$ cat src/rtl/noc_serial_receiver_fifo.sv
// rtl/noc_serial_receiver_fifo.sv - NoC flit deserialiser with framing check and output packet FIFO
module noc_serial_receiver_fifo #(
  parameter int FLIT_BITS    = 32,
  parameter int PACKET_BITS  = 70,
  parameter int PADDING_BITS = 26,
  parameter int DEPTH        = 4,
  parameter int ERR_CNT_BITS = 8
) (
  input  logic                                       clk,
  input  logic                                       rst,
  input  logic                                       flush,
  input  logic                                       flit_valid,
  input  logic [FLIT_BITS-1:0]                       flit_data,
  input  logic                                       flit_last,
  output logic                                       flit_ready,
  output logic                                       out_valid,
  input  logic                                       out_ready,
  output logic [PACKET_BITS-1:0]                     out_packet,
  output logic [(PADDING_BITS > 0 ? PADDING_BITS : 1)-1:0] out_padding,
  output logic [$clog2(DEPTH+1)-1:0]                 level,
  output logic                                       framing_err,
  output logic [ERR_CNT_BITS-1:0]                    err_count
);

  localparam int TOTAL  = PACKET_BITS + PADDING_BITS;
  localparam int FLITS  = (TOTAL + FLIT_BITS - 1) / FLIT_BITS;
  localparam int PART_W = (FLITS - 1) * FLIT_BITS;
  localparam int CNT_W  = $clog2(FLITS);
  localparam int PTR_W  = $clog2(DEPTH);
  localparam int LVL_W  = $clog2(DEPTH + 1);

  typedef enum logic {COLLECT, RESYNC} state_t;

  state_t                  state_q, state_d;
  logic [CNT_W-1:0]        cnt_q, cnt_d;
  logic [PART_W-1:0]       partial_q;
  logic [TOTAL-1:0]        mem_q [DEPTH];
  logic [PTR_W-1:0]        wr_ptr_q, rd_ptr_q;
  logic [LVL_W-1:0]        level_q, level_d;
  logic                    framing_err_q;
  logic [ERR_CNT_BITS-1:0] err_count_q;

  logic             flit_acc, cnt_last, push, pop, err_evt;
  logic [TOTAL-1:0] word, head;

  assign cnt_last   = (cnt_q == CNT_W'(FLITS - 1));
  // Only the final-flit push can overflow, so only that case is throttled.
  assign flit_ready = !rst && !flush &&
                      (state_q == RESYNC || !cnt_last || level_q != LVL_W'(DEPTH));
  assign flit_acc   = flit_valid && flit_ready;
  assign word       = TOTAL'({flit_data, partial_q});
  assign pop        = (level_q != '0) && out_ready && !flush;

  always_comb begin
    state_d = state_q;
    cnt_d   = cnt_q;
    push    = 1'b0;
    err_evt = 1'b0;
    if (flit_acc) begin
      if (state_q == RESYNC) begin
        if (flit_last) begin
          state_d = COLLECT;
          cnt_d   = '0;
        end
      end else if (!cnt_last) begin
        if (flit_last) begin
          cnt_d   = '0;
          err_evt = 1'b1;
        end else begin
          cnt_d = cnt_q + 1'b1;
        end
      end else if (flit_last) begin
        push  = 1'b1;
        cnt_d = '0;
      end else begin
        err_evt = 1'b1;
        cnt_d   = '0;
        state_d = RESYNC;
      end
    end
    if (flush) begin
      state_d = COLLECT;
      cnt_d   = '0;
      push    = 1'b0;
    end
  end

  always_comb begin
    level_d = level_q;
    if (flush) begin
      level_d = '0;
    end else begin
      level_d = level_q + LVL_W'(push) - LVL_W'(pop);
    end
  end

  always_ff @(posedge clk) begin
    if (rst) begin
      state_q       <= COLLECT;
      cnt_q         <= '0;
      wr_ptr_q      <= '0;
      rd_ptr_q      <= '0;
      level_q       <= '0;
      framing_err_q <= 1'b0;
      err_count_q   <= '0;
    end else begin
      state_q       <= state_d;
      cnt_q         <= cnt_d;
      level_q       <= level_d;
      framing_err_q <= err_evt;
      if (err_evt && err_count_q != '1) begin
        err_count_q <= err_count_q + 1'b1;
      end
      if (flush) begin
        wr_ptr_q <= '0;
        rd_ptr_q <= '0;
      end else begin
        if (push) begin
          wr_ptr_q <= (wr_ptr_q == PTR_W'(DEPTH - 1)) ? '0 : wr_ptr_q + 1'b1;
        end
        if (pop) begin
          rd_ptr_q <= (rd_ptr_q == PTR_W'(DEPTH - 1)) ? '0 : rd_ptr_q + 1'b1;
        end
      end
    end
  end

  // Payload storage carries no reset; its contents are qualified by cnt/level.
  always_ff @(posedge clk) begin
    if (flit_acc && state_q == COLLECT && !cnt_last) begin
      for (int k = 0; k < FLITS - 1; k++) begin
        if (cnt_q == CNT_W'(k)) begin
          partial_q[k*FLIT_BITS +: FLIT_BITS] <= flit_data;
        end
      end
    end
    if (push) begin
      mem_q[wr_ptr_q] <= word;
    end
  end

  assign head        = mem_q[rd_ptr_q];
  assign out_valid   = (level_q != '0);
  assign out_packet  = head[PACKET_BITS-1:0];
  assign level       = level_q;
  assign framing_err = framing_err_q;
  assign err_count   = err_count_q;

  generate
    if (PADDING_BITS > 0) begin : g_pad
      assign out_padding = head[TOTAL-1:PACKET_BITS];
    end else begin : g_nopad
      assign out_padding = 1'b0;
    end
  endgenerate

endmodule

$ cat config.mk
export PLATFORM = sky130hd
export DESIGN_NAME = noc_serial_receiver_fifo
export DESIGN_NICKNAME = d
export VERILOG_FILES = /design/src/rtl/noc_serial_receiver_fifo.sv
export SDC_FILE = /design/constraint.sdc
export NUM_CORES = 1
export LEC_CHECK = 0
export ABC_AREA = 1
export CORE_ASPECT_RATIO = 1.25
export CORE_UTILIZATION = 50
export DETAILED_ROUTE_END_ITERATION = 7
export MAX_ROUTING_LAYER = met4
export PLACE_DENSITY_LB_ADDON = 0.12
export SYNTH_ARGS = -nofsm -noshare
export SYNTH_HDL_FRONTEND = slang
export SYNTH_SLANG_ARGS = --single-unit
$ cat constraint.sdc
create_clock -name clk -period 6.7 [get_ports clk]
set_input_delay 1.34 -clock clk [delete_from_list [all_inputs] [get_ports clk]]
set_output_delay 1.34 -clock clk [all_outputs]
set_load 0.05 [all_outputs]
# After elaboration in Yosys (flattened, before gate mapping)
# Memory sizes are Yosys's and may differ from the RTL's. A register that Yosys moved wholly into a read port is not among the register bits.
# Cells that the tools add are included.
[classes]
n_reduce_logical = 19
n_eq_ne = 7
n_addsub = 6
bitwise_logic = 1
muxes = 21
[ops]
columns = ["operator", "count"]
rows = [
  ["$mux W2", 8],
  ["$mux W1", 13],
  ["$add A8 B1 Y8 const B", 1],
  ["$logic_and A1 B1 Y1", 8],
  ["$ne A8 B8 Y1 const B", 1],
  ["$add A2 B1 Y2 const B", 3],
  ["$eq A2 B2 Y1 const B", 3],
  ["$reduce_and A2 Y1", 3],
  ["$add A3 B1 Y3", 1],
  ["$logic_not A1 Y1", 3],
  ["$ne A3 B3 Y1 const B", 1],
  ["$reduce_bool A3 Y1", 1],
  ["$sub A3 B1 Y3", 1],
  ["$eq A2 B1 Y1 const B", 1],
  ["$logic_not A2 Y1", 1],
  ["$logic_or A1 B1 Y1", 2],
  ["$ne A2 B2 Y1 const B", 1],
  ["$reduce_or A2 Y1", 1],
  ["$not A1 Y1", 1],
]
[word_totals]
output_inout_bits = 110
mem_count = 1
ram_bits = 384
reg_bits = 83
in_bits = 38
[memory_table]
columns = ["name", "words", "word_bits", "read_ports", "rd_clocked_by_memory_dff", "wr", "line_no", "text"]
rows = [
  ["mem_q", 4, 96, 1, 1, 1, "37", "logic [TOTAL-1:0] mem_q [DEPTH];"],
]

# Longest topological paths before layout
# Gate-level depths: netlist of the first run.
[depth]
depth_word = 10
mapped_depth = 13

# Worst setup path before layout of the first run
# Ideal clock, no wire load.
[synth_path]
kind = "input to register"
from = "input flush"
to = "memory mem_q[0][0] (netlist bit), enable pin"
arrival_ps = 5857
setup_time_ps = 552
slack_ps = 291
stages = 4
path_cell_list = "nor2_2 > buf_4 > nand4_4 > nor2_1"
[synth_between]
elab_chain_cells = 8
[synth_rtl]
columns = ["element", "line_no", "text"]
rows = [
  ["start, declared", "11", "input logic flush,"],
  ["$logic_not A1 Y1", "48", "assign flit_ready = !rst && !flush &&"],
  ["$logic_and A1 B1 Y1 (2 in series)", "48", ""],
  ["$logic_and A1 B1 Y1", "50", "assign flit_acc = flit_valid && flit_ready;"],
  ["$mux W1", "59", "if (flit_acc) begin"],
  ["$mux W1 *", "81", "if (flush) begin"],
  ["$mux W1 *", "137", "if (push) begin"],
  ["$mux W1 (not written as such) *", "138", "mem_q[wr_ptr_q] <= word;"],
  ["end, declared", "37", ""],
]
# Every way passes the cells marked *; elsewhere a longest branch is shown, timed or not.

==> impl_metrics.json, run 1 <==
{
  "max_slew_margin_pct": 27.1,
  "arrival_ns": 3.70,
  "io_pins": 148,
  "post-route-min-period_ns": 5.04,
  "drc": 0,
  "cts.reportedPaths.clkPinSlew_ns": 0.06,
  "grt_start_max_net_pins": 139,
  "ys_warn_count": 0,
  "grt_pass1_wl_mm": 56.2,
  "fin_ws_ns": 1.66,
  "first_pass_iters": 4,
  "hp-class": "reg -> reg",
  "synth_nets": 1215,
  "ys_ff_latch": 469,
  "tritoncts": "built",
  "fin_cells": 1769,
  "rsz0062_at_grt": "no",
  "path_max_fanout": 51,
  "fp-row-count": 75,
  "root_buffer": "clkbuf_16",
  "grt.overflow.total": 0,
  "finalWirelength_mm": 37.2,
  "holdPathEnd": "mem_q[1][43]",
  "ff2ff_path_depth": 8,
  "drtIter0Drc": 741,
  "fillers": 2554,
  "mostFrequentLayoutCells": "448 x edfxtp_1, 223 x nor2_1, 190 x o21ai_0",
  "die_h_um": 210,
  "hold_depth": 0,
  "die-area_mm2": 0.0354,
  "cts_max_level": 2,
  "antenna_found_initial": 2,
  "skew_ns": 0.0147,
  "drv_slew": 0,
  "nNetsFinal": 1360,
  "required_ns": 5.36,
  "worstReg2RegEnd": "mem_q[0][94]",
  "ir_worst_vdd_mv": 0.234,
  "ys_types": 30,
  "post_drt_wl_per_cell_um": 21.0,
  "slowest_delay_ns": 0.88,
  "dpl.cell_count": 1685,
  "clock_latency_ns": 0.55,
  "path_buf_inv": 3,
  "dp_hpwl_mm": 20.8,
  "p_per_area_mw_per_mm2": 274,
  "maxCapViolCount": 0,
  "cpMaxStageDelayCell": "clkdlybuf4s50_1",
  "setup_viol": 0,
  "die_x_um": 168,
  "finalCritPeriodShare_pct": 75.2,
  "r2r-start": "cnt_q[0]",
  "hold_viol": 0,
  "path_delay_family": "buffers and inverters",
  "ys_seq_area_share_pct": 80.2,
  "status": "finished, final reports clean",
  "area_growth_pct": 18.9,
  "grt_usage_pct": 21.9,
  "holdBufCountCts": 0,
  "syn_area_mm2": 0.0173,
  "clock_path_buffers": 3,
  "place_ws_ns": 1.90,
  "worstPathCellList": "clkinv_2 -> buf_4 -> o21ai_0 -> o22ai_1 -> clkdlybuf4s50_1",
  "clock_sinks": 469,
  "cts_buffers": 44,
  "setup_tns_ns": 0,
  "worstMarginPinSlew_ns": 1.09,
  "coreArea_mm2": 0.0338,
  "worst_setup_path_end_kind": "output port",
  "cts.repair.resized": 0,
  "ant_nets": 0,
  "port_buffers": 147,
  "place_congestion": 0.796,
  "r2r_slack_ns": 3.66,
  "final_common_cell": "edfxtp_1",
  "p_leak_nw": 6.78,
  "via_per_inst": 5.59,
  "fmax_mhz": 199,
  "drive_gt1_share_pct": 7.07,
  "worstSetupPathType": "reg -> out",
  "initial_utilization_pct": 51.2,
  "via_count": 9889,
  "synth_cells": 1163,
  "hold_start": "partial_q[43]",
  "postSynthAreaPerCell_um2": 14.9,
  "postCtsSetupRepairBufs": 0,
  "start_kind": "flop",
  "grt_pass1_vias": 9567
}
-- cells by family after synthesis --
family	Yosys count	synth area share [%]
AOI/OAI and AO/OA	305	9.56
xor gates and xnor gates	2	0.101
adders and majority gates	14	1.06
buffers and inverters	100	2.62
DFF	469	80.2
and+or+nand+nor	273	6.52
-- cell type report --
cell class | count | area (um2) | share of cell area, %
Antenna cell | 2 | 5.00 | 0.0243
Clock buffer | 56 | 1170 | 5.67
Clock inverter | 26 | 201 | 0.979
Inverter | 36 | 141 | 0.687
Multi-Input combinational cell | 594 | 3030 | 14.7
Sequential cell | 469 | 13900 | 67.4
Tap cell | 423 | 529 | 2.57
Timing Repair Buffer | 163 | 1630 | 7.91
-- synth_stat cells --
cell type	count	area share, %
a31oi_1	1	0.036
clkbuf_1	23	0.50
nand3_4	2	0.20
o22ai_1	96	3.5
nand3_1	12	0.35
o21ai_0	190	5.5
nor2_8	1	0.12
nor2_1	229	5.0
buf_8	1	0.087
o2111ai_1	1	0.051
nand4_4	1	0.12
nand2_1	21	0.46
nor2_4	2	0.13
nand4_1	2	0.072
fa_1	1	0.12
o21ai_1	7	0.20
inv_1	32	0.69
edfxtp_1	448	78
buf_2	26	0.75
buf_4	4	0.17
a21oi_1	9	0.26
inv_2	4	0.087
clkbuf_2	9	0.26
nor2_2	2	0.072
buf_6	1	0.065
nand2_2	1	0.036
xor2_1	2	0.10
a21boi_0	1	0.043
dfxtp_1	21	2.4
ha_1	13	0.94
-- through the flow --
stage	instance area, um2	util, %	total power (W)	hold slack, ns
global placement	19200	56.9	0.00333	0.472
floorplan	17300	-	0.00328	0.458
global route	20600	60.9	0.00580	0.501
detailed placement	19200	56.9	0.00333	0.479
finish	20600	60.9	0.00564	0.495
CTS	20600	60.9	0.00567	0.493
-- worst max-delay path by stage --
stage / start / endpoint / depth (start not counted) / slack [ns]
2_1_floorplan: flush / mem_q[0][0] / 4 / 0.29
3_3_place_gp: flush / flit_ready / 5 / 1.93
3_5_place_dp: flush / flit_ready / 5 / 1.90
4_1_cts: flop / out_packet[62] / 5 / 1.64
5_1_grt: flop / out_packet[30] / 5 / 1.49
6_report: flop / out_packet[62] / 5 / 1.66
-- state kept, by name, indices dropped and copies added, names as in the netlist, named ones only --
name,cells
mem_q,384
partial_q,64
err_count,8
level,3
cnt_q,2
rd_ptr_q,2
wr_ptr_q,2
framing_err,1
state_q,1
-- report_power, final --
| group | total (W) | internal [W] | switching [W] |
|---|---|---|---|
| clock network | 0.00237 | 0.00135 | 0.00102 |
| logic | 0.0000638 | 0.0000240 | 0.0000398 |
| registers | 0.00320 | 0.00319 | 0.00000755 |
| total | 0.00564 | 0.00457 | 0.00107 |
-- metal layers --
| layer | vias up | global-route usage [%] | wire length, um |
|---|---|---|---|
| met5 | - | - | 0 |
| met4 | 0 | 6.80 | 822 |
| met3 | 63 | 4.36 | 2260 |
| met2 | 284 | 35.3 | 18600 |
| met1 | 4913 | 28.3 | 15500 |
| li1 | 4629 | - | - |
-- worst register-to-register path: cells and delay by family (launching register included) --
| kind | cells | cell delay [ns] |
|---|---|---|
| and+or+nand+nor | 3 | 1.31 |
| buffers and inverters | 3 | 0.62 |
| adders and majority gates | 2 | 0.43 |
| DFF | 1 | 0.33 |
Power figures use the tool's default switching activity.
==> run 2, diff against run 1 <==
==> constraint.sdc (replaced) <==
create_clock -name clk -period 4.6 [get_ports clk]
set_input_delay 0.92 -clock clk [delete_from_list [all_inputs] [get_ports clk]]
set_output_delay 0.92 -clock clk [all_outputs]
set_load 0.05 [all_outputs]
==> impl_metrics.json, run 2 (same netlist as run 1, synthesis figures left out) <==
{
  "first_pass_iters": 5,
  "drive_gt1_share_pct": 9.54,
  "setup_viol": 0,
  "port_buffers": 147,
  "mostFrequentLayoutCells": "448 x edfxtp_1, 223 x nor2_1, 190 x o21ai_0",
  "max_slew_margin_pct": 52.0,
  "rsz0062_at_grt": "no",
  "cts.reportedPaths.clkPinSlew_ns": 0.06,
  "die_h_um": 210,
  "fin_cells": 1775,
  "fillers": 2552,
  "dp_hpwl_mm": 21.6,
  "ir_worst_vdd_mv": 0.323,
  "finalWirelength_mm": 37.3,
  "cts.repair.resized": 0,
  "fp-row-count": 75,
  "area_growth_pct": 19.6,
  "clock_latency_ns": 0.55,
  "drv_slew": 0,
  "grt.overflow.total": 0,
  "via_per_inst": 5.55,
  "tritoncts": "built",
  "seq_area_mm2": 0.0139,
  "multi_input_area_mm2": 0.00303,
  "worstSetupPathType": "reg -> out",
  "antenna_found_initial": 0,
  "final_util_pct": 61.3,
  "postCtsSetupRepairBufs": 0,
  "largest_reg_flops": 384,
  "required_ns": 3.68,
  "die-area_mm2": 0.0354,
  "fmax_mhz": 252,
  "place_area_mm2": 0.0193,
  "worstMarginPinSlew_ns": 0.718,
  "stdcell_area_mm2": 0.0207,
  "finalCritPeriodShare_pct": 86.2,
  "ant_nets": 0,
  "hold_viol": 0,
  "insertedDiodeCount": 0,
  "grt_start_max_net_pins": 110,
  "grt_pass1_vias": 9498,
  "skew_ns": 0.0159,
  "clock_sinks": 469,
  "maxCapViolCount": 0,
  "arrival_ns": 3.04,
  "cts_max_level": 2,
  "dpl.cell_count": 1694,
  "final_common_cell": "edfxtp_1",
  "path_max_fanout": 44,
  "place_congestion": 0.773,
  "p_leak_nw": 6.89,
  "status": "finished, final reports clean",
  "grt_pass1_wl_mm": 56.4,
  "worst_setup_path_end_kind": "output port",
  "holdBufCountCts": 0,
  "die_x_um": 168,
  "post_drt_wl_per_cell_um": 21.0,
  "hp-class": "reg -> reg",
  "clock_path_buffers": 3,
  "post-route-min-period_ns": 3.96,
  "cts_buffers": 45,
  "drc": 0,
  "start_kind": "flop",
  "root_buffer": "clkbuf_16",
  "drtIter0Drc": 829,
  "p_per_area_mw_per_mm2": 401,
  "grt_usage_pct": 22.0,
  "via_count": 9849,
  "coreArea_mm2": 0.0338,
  "regMostFlops": "mem_q",
  "nNetsFinal": 1370,
  "initial_utilization_pct": 51.2,
  "io_pins": 148
}
==> run 2: cell count changes in the layout (fill, tap and decap cells not counted), moves of 2 or more <==
cell | before | now
clkdlybuf4s50_1 | 147 | 125
clkbuf_1 | 11 | 8
diode_2 | 2 | 0
buf_4 | 13 | 38
buf_12 | 3 | 9
clkbuf_16 | 45 | 47
==> run 2: critical path, stage by stage, from the launching register on <==
cell	delay, ns
dfxtp_4	0.64
buf_4	0.47
o21ai_0	0.18
o22ai_1	0.30
clkdlybuf4s50_1	0.87
==> run 2: worst paths after layout <==
check / slack (ns) / from / endpoint / cells after the start
hold / removal: 0.49 / cnt_q[0] / cnt_q[0] / 2
hold reg to reg: 0.49 / cnt_q[0] / cnt_q[0] / 2
setup / recovery: 0.64 / flop / out_padding[1] / 4
setup reg to reg: 1.83 / cnt_q[0] / level[2] / 13
==> run 2: power breakdown <==
part / leakage [nW] / internal, W / switching (W)
Sequential: 4.20 / 0.00465 / 0.00000966
Combinational: 2.00 / 0.0000359 / 0.0000578
Clock: 0.682 / 0.00203 / 0.00151
==> run 2: per-stage QoR <==
stage	total power [W]	hold slack [ns]	TNS (ns)	worst slack [ns]
after floorplan	0.00477	0.458	-533.54	-1.39
after global placement	0.00485	0.472	0	0.931
after detailed placement	0.00485	0.482	0	0.918
after CTS	0.00835	0.495	0	0.554
after global routing	0.00852	0.515	0	0.503
final	0.00829	0.492	0	0.636
==> run 2: layout make-up <==
cell class                      count  area share, %
Clock buffer                       55           5.83
Clock inverter                     26          0.991
Inverter                           36          0.677
Multi-Input combinational cell    594           14.6
Sequential cell                   469           67.0
Tap cell                          423           2.56
Timing Repair Buffer              172           8.29
==> run 2: routing by layer <==
layer  up-vias  share of wire (%)  GRT usage (%)  wire length, um
met3        47                5.1           3.81             1910
met5         -                  0              -                0
met1      4920                 43           28.9            16100
li1       4645                  -              -                -
met2       237                 50           35.5            18500
met4         0                2.1           6.33              771
==> run 3, diff against run 2 <==
==> constraint.sdc (replaced) <==
create_clock -name clk -period 3.7 [get_ports clk]
set_input_delay 0.74 -clock clk [delete_from_list [all_inputs] [get_ports clk]]
set_output_delay 0.74 -clock clk [all_outputs]
set_load 0.05 [all_outputs]
==> impl_metrics.json, run 3 (same netlist as run 1, synthesis figures left out) <==
{
  "fp-row-count": 75,
  "stdcell_area_mm2": 0.0208,
  "dp_hpwl_mm": 19.3,
  "setup_viol": 0,
  "place_area_mm2": 0.0194,
  "skew_ns": 0.0192,
  "place_congestion": 0.741,
  "grt.overflow.total": 0,
  "worstSetupPathType": "reg -> out",
  "die_h_um": 210,
  "regMostFlops": "mem_q",
  "power.share.sequential_pct": 57.0,
  "final_util_pct": 61.5,
  "fmax_mhz": 288,
  "path_max_fanout": 78,
  "coreArea_mm2": 0.0338,
  "initial_utilization_pct": 51.2,
  "area_growth_pct": 20.0,
  "combPwrFrac_pct": 1.1,
  "ir_worst_vdd_mv": 0.345,
  "max_slew_margin_pct": 59.8,
  "port_buffers": 147,
  "tritoncts": "built",
  "grt.met2_usage_pct": 34.1,
  "drv_slew": 0,
  "largest_reg_flops": 384,
  "arrival_ns": 2.73,
  "clock_sinks": 469,
  "cts_max_level": 2,
  "mostFrequentLayoutCells": "448 x edfxtp_1, 223 x nor2_1, 190 x o21ai_0",
  "maxCapViolCount": 0,
  "finalWirelength_mm": 34.9,
  "required_ns": 2.96,
  "via_count": 9794,
  "p_per_area_mw_per_mm2": 489,
  "start_kind": "flop",
  "grt_pass1_vias": 9631,
  "first_pass_iters": 5,
  "ant_nets": 0,
  "die-area_mm2": 0.0354,
  "antenna_found_initial": 0,
  "worst_setup_path_end_kind": "output port",
  "use_met1_pct": 26.4,
  "worstMarginPinSlew_ns": 0.602,
  "cts_buffers": 44,
  "grt_pass1_wl_mm": 53.7,
  "p_leak_nw": 7.01,
  "finalCritPeriodShare_pct": 93.7,
  "nNetsFinal": 1370,
  "switching_share_pct": 18.4,
  "die_x_um": 168,
  "final_common_cell": "edfxtp_1",
  "drc": 0,
  "insertedDiodeCount": 0,
  "internal_power_w": 0.00829,
  "grt_start_max_net_pins": 79,
  "status": "finished, final reports clean",
  "grt_usage_pct": 20.6,
  "post_drt_wl_per_cell_um": 19.7,
  "postCtsSetupRepairBufs": 0,
  "hp-class": "reg -> reg",
  "p_sw_w": 0.00187,
  "post-route-min-period_ns": 3.47,
  "io_pins": 148,
  "rsz0062_at_grt": "no",
  "clock_path_buffers": 3,
  "drive_gt1_share_pct": 12.8,
  "cts.reportedPaths.clkPinSlew_ns": 0.06,
  "via_per_inst": 5.53,
  "hold_viol": 0,
  "grt_busiest_layer": "met2",
  "setup_tns_ns": 0,
  "met3_usage_pct": 2.82,
  "pwr-share-clk_pct": 41.9,
  "root_buffer": "clkbuf_16",
  "clock_latency_ns": 0.54,
  "drtIter0Drc": 764
}
run 3: changes by cell type in the layout (fill, tap and decap cells not counted), moves of 2 or more:
cell	before	now
clkdlybuf4s50_1	125	73
clkinvlp_4	3	0
buf_4	38	71
clkinv_1	12	10
inv_6	2	0
clkinv_2	6	2
clkbuf_8	0	3
buf_12	9	28
clkbuf_1	8	12
run 3: repair_timing:
item                       CTS  global route
setup endpoints to repair    0             4
hold buffers                 0             0
resized for setup            0             2
run 3: stage by stage:
stage / setup slack [ns] / cells / power (W) / hold slack (ns)
floorplan: -0.512 / 1163 / 0.00594 / 0.458
global route: 0.0908 / 1770 / 0.0105 / 0.497
global placement: 0.551 / 1695 / 0.00602 / 0.468
finish: 0.232 / 1770 / 0.0102 / 0.482
detailed placement: 0.565 / 1695 / 0.00602 / 0.477
CTS: 0.0378 / 1770 / 0.0103 / 0.486
run 3: final cells by class:
type | count | area (um2)
Multi-Input combinational cell | 594 | 3030
Fill cell | 2585 | 13000
Clock buffer | 61 | 1240
Sequential cell | 469 | 13900
Timing Repair Buffer | 173 | 1840
Inverter | 36 | 144
Tap cell | 423 | 529
Clock inverter | 14 | 119
run 3: worst paths after layout:
check                  endpoint  cells past startpoint  slack (ns)  startpoint
setup / recovery  out_packet[4]                      5        0.23        flop
hold / removal         cnt_q[1]                      2        0.48    cnt_q[1]
setup reg to reg       level[2]                     13        1.18    cnt_q[0]
hold reg to reg        cnt_q[1]                      2        0.48    cnt_q[1]
run 3: routing by layer:
| metal | routed length, um | vias up |
|---|---|---|
| met5 | 0 | - |
| met4 | 822 | 0 |
| met3 | 1580 | 49 |
| met2 | 17500 | 247 |
| met1 | 15000 | 4858 |
| li1 | - | 4640 |
run 3: power by group through the flow:
stage	Combinational (W)	Clock (W)	Sequential, W
CTS	0.000114	0.00435	0.00580
finish	0.000112	0.00426	0.00580
global placement	0.000113	0	0.00591
detailed placement	0.000114	0	0.00591
global route	0.000121	0.00455	0.00579
floorplan	0.0000248	0	0.00591
run 3: worst max-delay path, stage by stage, from the launching register on:
cell,delay [ns]
dfxtp_4,0.48
inv_8,0.39
buf_4,0.50
o21ai_0,0.14
o22ai_1,0.34
buf_4,0.28
==> patch 1, RTL diff (settings of run 2) <==
Change the parameter `PACKET_BITS` from 70 to 35.
--- a/src/rtl/noc_serial_receiver_fifo.sv
+++ b/src/rtl/noc_serial_receiver_fifo.sv
@@ -1,7 +1,7 @@
 // rtl/noc_serial_receiver_fifo.sv - NoC flit deserialiser with framing check and output packet FIFO
 module noc_serial_receiver_fifo #(
   parameter int FLIT_BITS    = 32,
-  parameter int PACKET_BITS  = 70,
+  parameter int PACKET_BITS  = 35,
   parameter int PADDING_BITS = 26,
   parameter int DEPTH        = 4,
   parameter int ERR_CNT_BITS = 8
Ports: changed (resized out_packet); port bits go from 148 to 113. The function was not compared with the original's and may differ.
==> patch 1 against run 2 <==
- design area decreased by 35%
- sequential cell count decreased by 173
- wire length decreased by 41%
- sequential power decreased by 37%
- clock skew decreased by 0.0027 ns
- area after synthesis decreased by 36%
- clock power decreased by 38%
- total power decreased by 37%
- hold slack got worse by 0.0013 ns
- setup slack got worse by 0.087 ns
- first-iteration DRC count decreased by 51%
- cell count decreased by 32%
- maximum frequency decreased by 2.2%
- critical endpoint is now out_padding[10]
==> patch 1: results (changes against run 2) <==
Multi-Input Combinational - 422 (-29%)
Non-clock buffers, area share - 0.0950 (+0.0120)
Worst R2R Setup Slack - 2.20 ns (+0.37 ns)
Total GRT Usage - 0.204 (-0.0165)
DR iter-0 viols - 407 (-51%)
min-delay src - partial_q[2]
vias in the first global route - 6,714 (-29%)
Total Routed Length - 22.0 mm (-41%)
Via-to-Cell Ratio - 5.47 (-1.5%)
syn avg cell area - 14.0 sq um (-5.7%)
Worst Hold Depth - 0 (-2)
gpl congestion - 0.759 (-1.9%)
asr flop ratio synth - 0 (unchanged)
H-Tree Depth - 1 (-1)
Pleak - 4.53 nW (-34%)
Syn Nets - 837 (-31%)
Worst Hold End - mem_q[0][2]
Clock Skew - 0.0131 ns (-0.00275 ns)
hpwl dp - 12.2 mm (-44%)
top cells by count, synth - edfxtp_1 (276), nor2_1 (163), o21ai_0 (118)
Seq/Total Area, Yosys - 0.786 (-0.0150)
count of cell types in the netlist - 27 (-10%)
First-pass DRT Iterations - 4 (-1)
Seq area share - 0.648 (-0.0223)
clkbuf count - 35 (-36%)
nonclk inv count - 31 (-14%)
Worst Max-Slew Pin Slew - 0.901 ns (+0.183 ns)
footprint of the multi-input gates - 0.00210 sq mm (-30%)
non-clock buffer count - 124 (-28%)
ratio of cells with drive above 1 in the final layout - 0.0736 (-0.0218)
Max VDD drop - 0.306 mV (-5.3%)
Fin. Hold Viols - 0 (unchanged)
WL/cell - 18.3 um (-13%)
largest net degree at the start of global routing - 76 (-31%)
Largest register FFs - 244 (-36%)
number of synthesized flops with an enable pin - 276 (-38%)
path depth of the worst reg2reg path - 11 (-2)
Placed Cells - 1,152 (-32%)
register bit total from synthesis - 296 (-37%)
CP max stage delay - 0.83 ns (-0.04 ns)
worst path arrival time - 3.13 ns (+0.09 ns)
postcts setup bufs - 0 (unchanged)
fillers - 1,617 (-37%)
clock network area share - 0.0652 (-0.00296)
Total Nets Final - 953 (-30%)
Inserted Clock Buffers - 28 (-38%)
IO Port Bufs - 112 (-24%)
Worst R2R Start - level[1]
status - finished, final reports clean
crit-path max FO - 75 (+70%)
switching part of the total - 0.187 (-0.00317)
Synth area leaders - edfxtp_1 (75%), nor2_1 (5.5%), o21ai_0 (5.3%)
-- patch 1: power by group through the flow --
stage	registers (mW)	clock network, mW	logic [mW]
after floorplan	3.01	0	0.0197
after global placement	3.01	0	0.0799
after detailed placement	3.01	0	0.0829
after CTS	2.95	2.22	0.0831
after global routing	2.95	2.33	0.0889
final	2.95	2.18	0.0818
-- patch 1: critical path, delay by kind of cell, from the launching register on --
kind | cells | cell delay [ns]
buffers and inverters | 3 | 1.78
AOI/OAI and AO/OA | 2 | 0.28
DFF | 1 | 0.50
-- patch 1: stage by stage --
step	hold WS, ns	power (mW)	cell area (sq um)	util	setup slack [ns]
after floorplan	0.459	3.03	11000	-	0.184
after global placement	0.464	3.09	12500	0.580	1.05
after detailed placement	0.479	3.09	12500	0.580	1.03
after CTS	0.493	5.26	13400	0.620	0.508
after global routing	0.506	5.37	13400	0.620	0.360
final	0.491	5.21	13400	0.620	0.548
-- patch 1: logic make-up (layout without fill, tap and decap cells) --
group                      count (synthesis)  after routing  synth area share
buffers and inverters                     69            206            0.0257
DFF                                      296            296             0.786
AOI/OAI and AO/OA                        193            193            0.0948
adders and majority gates                 12             12            0.0143
xor gates and xnor gates                   1              1          0.000793
and+or+nand+nor                          216            216            0.0779
-- patch 1: worst max-delay path by stage --
stage	end	slack, ns	cells after the start
final	out_padding[10]	0.55	5
after global routing	out_packet[5]	0.36	5
after CTS	out_padding[10]	0.51	5
after detailed placement	flit_ready	1.03	5
after global placement	flit_ready	1.05	5
after floorplan	mem_q[0][0]	0.18	5
-- patch 1: per-layer routing --
metal | GRT usage | vias to the layer above | part of all wire
li1 | - | 3115 | -
met2 | 0.357 | 150 | 0.51
met5 | - | - | 0
met1 | 0.240 | 3279 | 0.41
met4 | 0.0528 | 0 | 0.019
met3 | 0.0382 | 34 | 0.056
==> patch 2, RTL diff (config.mk and constraints of run 2) <==
Made on the original files. The output `framing_err` loses its register stage (`framing_err_q` becomes a continuous assignment).
--- a/src/rtl/noc_serial_receiver_fifo.sv
+++ b/src/rtl/noc_serial_receiver_fifo.sv
@@ -101,13 +101,11 @@
       wr_ptr_q      <= '0;
       rd_ptr_q      <= '0;
       level_q       <= '0;
-      framing_err_q <= 1'b0;
       err_count_q   <= '0;
     end else begin
       state_q       <= state_d;
       cnt_q         <= cnt_d;
       level_q       <= level_d;
-      framing_err_q <= err_evt;
       if (err_evt && err_count_q != '1) begin
         err_count_q <= err_count_q + 1'b1;
       end
@@ -124,6 +122,8 @@
       end
     end
   end
+
+  assign framing_err_q = err_evt;
 
   // Payload storage carries no reset; its contents are qualified by cnt/level.
   always_ff @(posedge clk) begin
Function: changed (a bounded check fails within 4 cycles, from zero or initial values and one cycle with rst high).
==> patch 2 against run 2 <==
- area after synthesis grew 0.60%
- largest cell class unchanged
- setup slack got worse by 0.15 ns
- die area increased by 0.60%
- design area is essentially flat
- critical path depth rose by 1
- wire length down 6.7%
- total power fell by 1.8%
- critical path type unchanged
- sequential cell count down 1
- highest routed layer unchanged
==> patch 2: results (changes against run 2) <==
status - finished, final reports clean
Synth area leaders - edfxtp_1 (77%), nor2_1 (5.0%), o22ai_1 (3.4%)
CP max stage delay - 0.74 ns (-0.13 ns)
Worst Max-Slew Pin Slew - 0.772 ns (+0.0537 ns)
Total GRT Usage - 0.205 (-0.0154)
DR iter-0 viols - 755 (-8.9%)
postcts setup bufs - 0 (unchanged)
clk_lat worst skew - 0.55 ns (about the same)
Cell Area, Placed - 0.0193 sq mm (+0.27%)
crit-path max FO - 39 (-11%)
Seq/Total Area, Yosys - 0.796 (-0.00593)
fillers - 2,683 (+5.1%)
asr flop ratio synth - 0 (unchanged)
count of cell types in the netlist - 31 (+3.3%)
top cells by count, synth - edfxtp_1 (448), nor2_1 (233), o21ai_0 (107)
Max VDD drop - 0.241 mV (-25%)
hpwl dp - 18.7 mm (-13%)
ANT nets after route - 0 (unchanged)
First-pass DRT Iterations - 5 (unchanged)
vias in the first global route - 9,316 (-1.9%)
worst path arrival time - 3.19 ns (+0.15 ns)
Syn Nets - 1,215 (unchanged)
Clock Skew - 0.0166 ns (+0.000704 ns)
ratio of cells with drive above 1 in the final layout - 0.0749 (-0.0205)
largest net degree at the start of global routing - 125 (+14%)
H-Tree Depth - 2 (unchanged)
via count - 9,819 (-0.30%)
IO Port Bufs - 147 (unchanged)
first-pass GRT wire length - 53.1 mm (-5.9%)
Largest register FFs - 384 (unchanged)
Inserted Clock Buffers - 43 (-4.4%)
Total Routed Length - 34.8 mm (-6.7%)
Largest Register - mem_q
synth warn - 0 (unchanged)
gpl congestion - 0.761 (-1.6%)
number of synthesized flops with an enable pin - 448 (unchanged)
Slowest cell on crit path - clkdlybuf4s50_1
Total Nets Final - 1,367 (-0.22%)
worst min-delay path class - register to register
initial antenna violation count - 0 (unchanged)
DRC viols - 0 (unchanged)
PostCTS Resize Cnt - 0 (unchanged)
Pleak - 6.78 nW (-1.6%)
Antenna Diode Count - 0 (unchanged)
## patch 2: cell count changes after synthesis, sizes merged, moves of 3 or more
| cell | delta |
|---|---|
| clkbuf | -12 |
| nand3 | -8 |
| buf | +11 |
| nand2 | +7 |
| nor2 | +3 |
## patch 2: through the flow
stage	worst slack, ns	TNS [ns]	utilization	cells	hold slack, ns
2_1_floorplan	-1.38	-528.49	-	1163	0.458
3_3_place_gp	0.571	0	0.562	1738	0.471
3_5_place_dp	0.587	0	0.562	1738	0.478
4_1_cts	0.421	0	0.601	1816	0.483
5_1_grt	0.302	0	0.601	1816	0.504
6_report	0.490	0	0.601	1816	0.490
## patch 2: power by group
part | internal [mW] | total (mW) | switching (mW) | leakage (nW)
logic | 0.0368 | 0.0893 | 0.0524 | 1.92
registers | 4.64 | 4.65 | 0.00930 | 4.19
clock network | 1.97 | 3.40 | 1.44 | 0.663
total | 6.65 | 8.15 | 1.50 | 6.78
## patch 2: final cells by class
cell class / instances / area (sq um) / share of cell area
Sequential cell: 468 / 13900 / 0.670
Multi-Input combinational cell: 598 / 3030 / 0.147
Timing Repair Buffer: 170 / 1730 / 0.0837
Clock buffer: 62 / 1230 / 0.0594
Tap cell: 468 / 586 / 0.0283
Inverter: 34 / 134 / 0.00647
Clock inverter: 16 / 120 / 0.00580
## patch 2: metal layers
metal	global-route usage	routed length (um)	vias to the layer above	part of all wire
met5	-	0	-	0
met1	0.273	15400	4897	0.44
met2	0.324	16900	241	0.48
met4	0.0558	610	0	0.018
li1	-	-	4636	-
met3	0.0386	1920	45	0.055
## patch 2: logic make-up after synthesis
group / synth area share
fa+ha+maj: 0.0105
flops: 0.796
compound gates: 0.0951
xor+xnor: 0.00101
simple gates: 0.0650
buf+inv: 0.0328
## patch 2: path summary, 6_finish.rpt
kind                          to     start  cells after the start  slack [ns]
setup / recovery  out_packet[17]  register                      5        0.49
setup reg to reg        level[2]  cnt_q[0]                     13        1.83
hold reg to reg         cnt_q[1]  cnt_q[1]                      2        0.49
hold / removal          cnt_q[1]  cnt_q[1]                      2        0.49
## patch 2: critical path, delay by kind of cell, from the launching register on
family                 cells  cell delay (ns)
buffers and inverters      3             1.79
DFF                        1             0.60
AOI/OAI and AO/OA          2             0.25
